**src/rtl/pwm_duty_sequencer_pkg.sv**
```systemverilog
// rtl/pwm_duty_sequencer_pkg.sv - shared state encodings for the duty sequencer
package pwm_duty_sequencer_pkg;

    localparam int STATE_W = 3;

    typedef enum logic [STATE_W-1:0] {
        ST_IDLE    = 3'd0,
        ST_UP      = 3'd1,
        ST_HOLD_HI = 3'd2,
        ST_DOWN    = 3'd3,
        ST_HOLD_LO = 3'd4
    } seq_state_e;

endpackage

```
**src/rtl/pwm_duty_sequencer_if.sv**
```systemverilog
// rtl/pwm_duty_sequencer_if.sv - configuration and duty/load bundle between controller and sequencer
interface pwm_duty_sequencer_if #(
    parameter int R_SIZE = 8,
    parameter int RATE_W = 8
) ();
    import pwm_duty_sequencer_pkg::*;

    logic               en;
    logic [R_SIZE-1:0]  fixed_duty;
    logic [R_SIZE-1:0]  duty_min;
    logic [R_SIZE-1:0]  duty_max;
    logic [R_SIZE-1:0]  step;
    logic [RATE_W-1:0]  rate;
    logic [RATE_W-1:0]  hold;
    logic [R_SIZE-1:0]  duty;
    logic               load;
    logic [STATE_W-1:0] state;
    logic               period_tick;

    modport master (
        output en, fixed_duty, duty_min, duty_max, step, rate, hold,
        input  duty, load, state, period_tick
    );

    modport slave (
        input  en, fixed_duty, duty_min, duty_max, step, rate, hold,
        output duty, load, state, period_tick
    );

endinterface

```
**src/rtl/pwm_duty_sequencer_period_timer.sv**
```systemverilog
// rtl/pwm_duty_sequencer_period_timer.sv - free-running period counter with end-of-period tick
module pwm_duty_sequencer_period_timer #(
    parameter int W = 8
) (
    input  logic clk,
    input  logic rst,
    output logic period_tick
);

    logic [W-1:0] p_cnt_q;
    logic [W-1:0] p_cnt_d;

    always_comb begin
        p_cnt_d = p_cnt_q + W'(1);
    end

    always_ff @(posedge clk) begin
        if (rst) begin
            p_cnt_q <= '0;
        end else begin
            p_cnt_q <= p_cnt_d;
        end
    end

    assign period_tick = &p_cnt_q;

endmodule

```
**src/rtl/pwm_duty_sequencer.sv**
```systemverilog
// rtl/pwm_duty_sequencer.sv - breathing/fixed duty generator presenting one duty load per PWM period
module pwm_duty_sequencer #(
    parameter int R_SIZE = 8,
    parameter int RATE_W = 8
) (
    input  logic                clk,
    input  logic                rst,
    pwm_duty_sequencer_if.slave sif
);
    import pwm_duty_sequencer_pkg::*;

    logic period_tick;

    pwm_duty_sequencer_period_timer #(.W(R_SIZE)) u_period_timer (
        .clk         (clk),
        .rst         (rst),
        .period_tick (period_tick)
    );

    seq_state_e        state_q, state_d;
    logic [R_SIZE-1:0] duty_q, duty_d;
    logic              load_q, load_d;
    logic [RATE_W-1:0] rate_cnt_q, rate_cnt_d;
    logic [RATE_W-1:0] hold_cnt_q, hold_cnt_d;

    logic [R_SIZE-1:0] step_eff;
    logic [R_SIZE-1:0] lo;
    logic [R_SIZE-1:0] hi;
    logic [R_SIZE-1:0] cur;
    logic [R_SIZE:0]   sum;
    logic [R_SIZE:0]   diff;
    logic [R_SIZE-1:0] up_val;
    logic [R_SIZE-1:0] dn_val;
    logic              rate_done;
    logic              hold_done;

    // An inverted or empty window collapses to duty_min so the ramp pins there.
    always_comb begin
        step_eff  = (sif.step == '0) ? R_SIZE'(1) : sif.step;
        lo        = sif.duty_min;
        hi        = (sif.duty_min >= sif.duty_max) ? sif.duty_min : sif.duty_max;
        cur       = (duty_q < lo) ? lo : ((duty_q > hi) ? hi : duty_q);
        sum       = {1'b0, cur} + {1'b0, step_eff};
        diff      = {1'b0, cur} - {1'b0, step_eff};
        up_val    = (sum > {1'b0, hi}) ? hi : sum[R_SIZE-1:0];
        dn_val    = (diff[R_SIZE] || (diff[R_SIZE-1:0] < lo)) ? lo : diff[R_SIZE-1:0];
        rate_done = (rate_cnt_q >= sif.rate);
        hold_done = (hold_cnt_q >= sif.hold);
    end

    always_comb begin
        state_d    = state_q;
        duty_d     = duty_q;
        rate_cnt_d = rate_cnt_q;
        hold_cnt_d = hold_cnt_q;
        load_d     = period_tick;
        if (period_tick) begin
            if (!sif.en) begin
                state_d = ST_IDLE;
                duty_d  = sif.fixed_duty;
            end else begin
                case (state_q)
                    ST_IDLE: begin
                        state_d = ST_UP;
                        duty_d  = sif.duty_min;
                    end
                    ST_UP: begin
                        duty_d = cur;
                        if (rate_done) begin
                            rate_cnt_d = '0;
                            duty_d     = up_val;
                            if (up_val == hi) state_d = ST_HOLD_HI;
                        end else begin
                            rate_cnt_d = rate_cnt_q + RATE_W'(1);
                        end
                    end
                    ST_HOLD_HI: begin
                        duty_d = cur;
                        if (hold_done) state_d = ST_DOWN;
                        else           hold_cnt_d = hold_cnt_q + RATE_W'(1);
                    end
                    ST_DOWN: begin
                        duty_d = cur;
                        if (rate_done) begin
                            rate_cnt_d = '0;
                            duty_d     = dn_val;
                            if (dn_val == lo) state_d = ST_HOLD_LO;
                        end else begin
                            rate_cnt_d = rate_cnt_q + RATE_W'(1);
                        end
                    end
                    ST_HOLD_LO: begin
                        duty_d = cur;
                        if (hold_done) state_d = ST_UP;
                        else           hold_cnt_d = hold_cnt_q + RATE_W'(1);
                    end
                    default: begin
                        state_d = ST_IDLE;
                        duty_d  = sif.fixed_duty;
                    end
                endcase
            end
            if (state_d != state_q) begin
                rate_cnt_d = '0;
                hold_cnt_d = '0;
            end
        end
    end

    always_ff @(posedge clk) begin
        if (rst) begin
            state_q    <= ST_IDLE;
            duty_q     <= '0;
            load_q     <= 1'b0;
            rate_cnt_q <= '0;
            hold_cnt_q <= '0;
        end else begin
            state_q    <= state_d;
            duty_q     <= duty_d;
            load_q     <= load_d;
            rate_cnt_q <= rate_cnt_d;
            hold_cnt_q <= hold_cnt_d;
        end
    end

    assign sif.duty        = duty_q;
    assign sif.load        = load_q;
    assign sif.state       = state_q;
    assign sif.period_tick = period_tick;

endmodule
```
**src/flat_wrapper.sv**
```systemverilog
// flat-port wrapper written by rule: the top's interface ports become plain ports
module pwm_duty_sequencer_flat import pwm_duty_sequencer_pkg::*;
#(
    parameter int R_SIZE = 8,
    parameter int RATE_W = 8
)
  (clk, rst, sif_en, sif_fixed_duty, sif_duty_min, sif_duty_max, sif_step, sif_rate, sif_hold, sif_duty, sif_load, sif_state, sif_period_tick);
  pwm_duty_sequencer_if #(.R_SIZE(R_SIZE), .RATE_W(RATE_W)) sif_i ();
  input  logic clk;
  input  logic rst;
  input wire logic [$bits(sif_i.en)-1:0] sif_en;
  input wire logic [$bits(sif_i.fixed_duty)-1:0] sif_fixed_duty;
  input wire logic [$bits(sif_i.duty_min)-1:0] sif_duty_min;
  input wire logic [$bits(sif_i.duty_max)-1:0] sif_duty_max;
  input wire logic [$bits(sif_i.step)-1:0] sif_step;
  input wire logic [$bits(sif_i.rate)-1:0] sif_rate;
  input wire logic [$bits(sif_i.hold)-1:0] sif_hold;
  output wire logic [$bits(sif_i.duty)-1:0] sif_duty;
  output wire logic [$bits(sif_i.load)-1:0] sif_load;
  output wire logic [$bits(sif_i.state)-1:0] sif_state;
  output wire logic [$bits(sif_i.period_tick)-1:0] sif_period_tick;
  assign sif_i.en = sif_en;
  assign sif_i.fixed_duty = sif_fixed_duty;
  assign sif_i.duty_min = sif_duty_min;
  assign sif_i.duty_max = sif_duty_max;
  assign sif_i.step = sif_step;
  assign sif_i.rate = sif_rate;
  assign sif_i.hold = sif_hold;
  assign sif_duty = sif_i.duty;
  assign sif_load = sif_i.load;
  assign sif_state = sif_i.state;
  assign sif_period_tick = sif_i.period_tick;
  pwm_duty_sequencer #(.R_SIZE(R_SIZE), .RATE_W(RATE_W)) u_core (.clk(clk), .rst(rst), .sif(sif_i));
endmodule
```
**config.mk**
```make
export PLATFORM = sky130hd
export DESIGN_NAME = pwm_duty_sequencer_flat
export DESIGN_NICKNAME = d
export VERILOG_FILES = /design/src/rtl/pwm_duty_sequencer_pkg.sv /design/src/rtl/pwm_duty_sequencer_if.sv /design/src/rtl/pwm_duty_sequencer_period_timer.sv /design/src/rtl/pwm_duty_sequencer.sv /design/src/flat_wrapper.sv
export SDC_FILE = /design/constraint.sdc
export NUM_CORES = 1
export LEC_CHECK = 0
export CAP_MARGIN = 40
export CORE_MARGIN = 5
export CORE_UTILIZATION = 41
export CTS_BUF_LIST = sky130_fd_sc_hd__clkbuf_8
export CTS_CLUSTER_SIZE = 20
export DETAILED_ROUTE_END_ITERATION = 8
export PLACE_DENSITY = 0.75
export SETUP_SLACK_MARGIN = 0.15
export SYNTH_ARGS = -nofsm -noshare
export SYNTH_HDL_FRONTEND = slang
export SYNTH_SLANG_ARGS = --single-unit
```
**constraint.sdc**
```tcl
create_clock -name clk -period 8.7 [get_ports clk]
set_clock_uncertainty 0.2 [all_clocks]
set_input_delay 1.74 -clock clk [delete_from_list [all_inputs] [get_ports clk]]
set_output_delay 1.74 -clock clk [all_outputs]
set_load 0.02 [all_outputs]
```
==> run_results.csv <==
group,metric,value,unit
outcome,status,"finished, final reports clean",
worst_setup_path,critPathMaxFanout,8,
sta,tightest_slew,661,ps
sta,finalHoldViolations,0,
sta,setup_ws,225,ps
cts,cts_buffers,5,
finish,nNetsFinal,1041,
worst_setup_path,timing.critical_path.required,8720,ps
placed_design,gp_congestion,1.03,
synth,synth_fa_ha_area_frac,0.178,
routing,drc,0,
finish,syn2layout_area_growth,49.5,%
worst_setup_path,rrSetupSlack,2600,ps
synth,synthArstFlopShare,0,
synth,ys_top_cells_by_area,"ha_1 (17%), dfxtp_1 (14%), inv_1 (4.7%), nand2_1 (4.4%), nor2_1 (4.1%)",
pwr,power,793,uW
cts,clk_pin_slew,70,ps
global_route,grt_max_degree,31,
sta,finalSetupViolations,0,
synth,synth_top_family_by_area,"compound AO/OA/AOI/OAI gates",
synth,syn-cell-area,5270,um^2
placed_design,dp.cells,1046,
cts,cts-root-buf,"clkbuf_8",
die,die_h,123,um
sta,min_period_over_period,0.974,
worst_setup_path,slowest_delay,430,ps
routing,vias,6510,
min_path,holdPathEnd,"u_core.u_period_timer.p_cnt_q[0]",
cts,hold_buffers,0,
finish,final_cell_area,7890,um^2
cts,cts.path.max_buffers,2,
routing,via_per_inst,5.97,
die,start_util,0.418,
placed_design,placed_area,6910,um^2
cts,insertion_delay,290,ps
routing,drtIter0Drc,755,
global_route,grt_use_total,0.238,
min_path,hp-start,"u_core.u_period_timer.p_cnt_q[0]",
pwr,cellLeakagePower,3.46,nW
synth,yosysSeqAreaShare,0.137,
synth,synth_cell_types,81,
worst_setup_path,reg2regPathDepth,27,
worst_setup_path,start_kind,"input port",
synth,ys_dominant_reg_cell,"dfxtp_1",
placed_design,portBuffers,63,
placed_design,dp_hpwl,14.4,mm
cts,cts_tree,"done",
routing,first_pass_iters,6,
synth,synthCells,708,
worst_setup_path,cp.arrival,8500,ps
synth,synth_top_cell_area_share,0.168,
worst_setup_path,critPathKind,"input port to flop",
finish,final_cell_mix,"buf_4 (164), inv_1 (59), nand2_1 (59), nor2_1 (51), ha_1 (50)",
die,core_area,12600,um^2
worst_setup_path,critPathCaptureType,"flop",
finish,utilization,0.625,
finish,final_layout_size_suffix_gt1_frac,0.318,
synth,synth_edf_count,0,
synth,synth_compound_area_frac,0.261,
routing,detail-route-antenna-nets,0,
job,drv_cap,0,
die,num_rows,41,
synth,synth_seq_cells,36,
synth,syn_avg_cell_area,7.45,um^2
min_path,hold_depth,1,
die,io_pins,64,
sta,maxSlewViolCount,0,
sta,layout_min_cycle_time,8480,ps
sta,max_freq,0.118,GHz
cts,cts.sinks,36,
die,fp.dieW,123,um
global_route,grt_pass1_vias,5775,
routing,wl,20.4,mm
pwr,vdd_drop_max,61.6,uV
global_route,grt.overflow.total,0,
global_route,antenna_found_initial,0,
min_path,hold_class,"flop to flop",
finish,stdcell_count,1091,
synth,synthSimpleGateAreaFrac,0.243,
sta,finalSetupTns,0,ps
pwr,powerDensity,101,nW/um^2
worst_setup_path,rr_startpoint,"u_core.sif.duty[0]",
synth,yosysTopAreaCell,"ha_1",
die,die_area,15200,um^2
placed_design,place_ws,-533,ps
worst_setup_path,slowest_stage,"o311ai_4",
sta,hold_slack,255,ps
synth,synth_fp_nets,832,
global_route,grt_pass1_wl,28.9,mm
sta,max-slew-margin-rel,0.555,
synth,muxShareOfSynthArea,0.0304,
finish,final_common_cell,"buf_4",
routing,wire_per_inst,18.7,um
synth,synth_xor_area_frac,0.0631,
synth,ys_warn_count,0,
worst_setup_path,r2r_end,"u_core.sif.duty[2]",
cts,htree_levels,2,
[per-layer routing]
metal / track usage / vias up / wire [um] / part of all wire
li1: - / 3016 / - / -
met1: 0.334 / 2989 / 8320 / 0.41
met2: 0.363 / 398 / 8810 / 0.43
met3: 0.0508 / 107 / 2210 / 0.11
met4: 0.0747 / 0 / 1030 / 0.051
met5: 0 / - / 0 / 0
[flip-flops by register name, indices dropped and copies added, names as in the netlist]
name                           cells
u_core.hold_cnt_q                  8
u_core.rate_cnt_q                  8
u_core.sif.duty                    8
u_core.u_period_timer.p_cnt_q      8
u_core.sif.state                   3
u_core.sif.load                    1
[what timing repair did]
item | in CTS | in global routing
resized for setup | 52 | 86
buffers inserted | 20 | 16
setup endpoints to repair | 27 | 27
pin swaps | 24 | 47
[critical path, delay by kind of cell]
kind | cells | cell delay [ps]
mux | 3 | 790
xor+xnor | 1 | 140
fa+ha+maj | 4 | 1040
compound gates | 14 | 2990
simple gates | 6 | 900
buf+inv | 7 | 880
[report_power, final]
| part | internal [mW] | switching [mW] | total [mW] |
|---|---|---|---|
| sequential | 0.166 | 0.000934 | 0.167 |
| combinational | 0.248 | 0.256 | 0.503 |
| clock | 0.0632 | 0.0598 | 0.123 |
| total | 0.477 | 0.317 | 0.793 |
[synth_stat cells, drive strengths merged, types with 6 or more instances]
library cell  instances
or4                   6
nand4                12
dfxtp                36
inv                  66
xor2                 14
o21a                  7
xnor2                24
a21o                 10
and2                 10
nor4                  9
clkbuf               26
and3                  7
nor3                 32
nand3                25
nor2                 58
a31oi                12
nand2b               10
mux2i                10
a221oi                7
nand2                62
a211oi                8
o21ai                39
a21oi                41
o211ai               12
ha                   71
a211o                 6
nor2b                 9
[worst max path at each step]
stage / depth (start not counted) / startpoint / endpoint
after floorplan: 29 / sif_duty_min[0] / u_core.sif.duty[0]
after global placement: 35 / sif_duty_max[3] / u_core.sif.duty[2]
after detailed placement: 33 / sif_duty_min[0] / u_core.sif.duty[0]
after CTS: 35 / sif_duty_max[7] / u_core.sif.duty[7]
after global routing: 35 / sif_duty_min[0] / u_core.sif.duty[2]
final: 35 / sif_duty_min[0] / u_core.sif.duty[2]
[cell type report]
type,count,area [um^2]
fillers,1041,4730
multi-input cells,574,4640
repair buffers,233,1960
flip-flops and latches,36,721
inverters,67,255
well taps,172,215
clock buffers,6,82.6
clock inverters,2,11.3
diodes,1,2.50
[cells by family after synthesis]
logic type	count (synthesis)
AND/OR/NAND/NOR	257
AO/OA/AOI/OAI	190
buffers and inverters	98
adder cells (fa/ha/maj)	74
XOR/XNOR	38
flip-flops	36
multiplexers	15
Power figures use the tool's default switching activity.
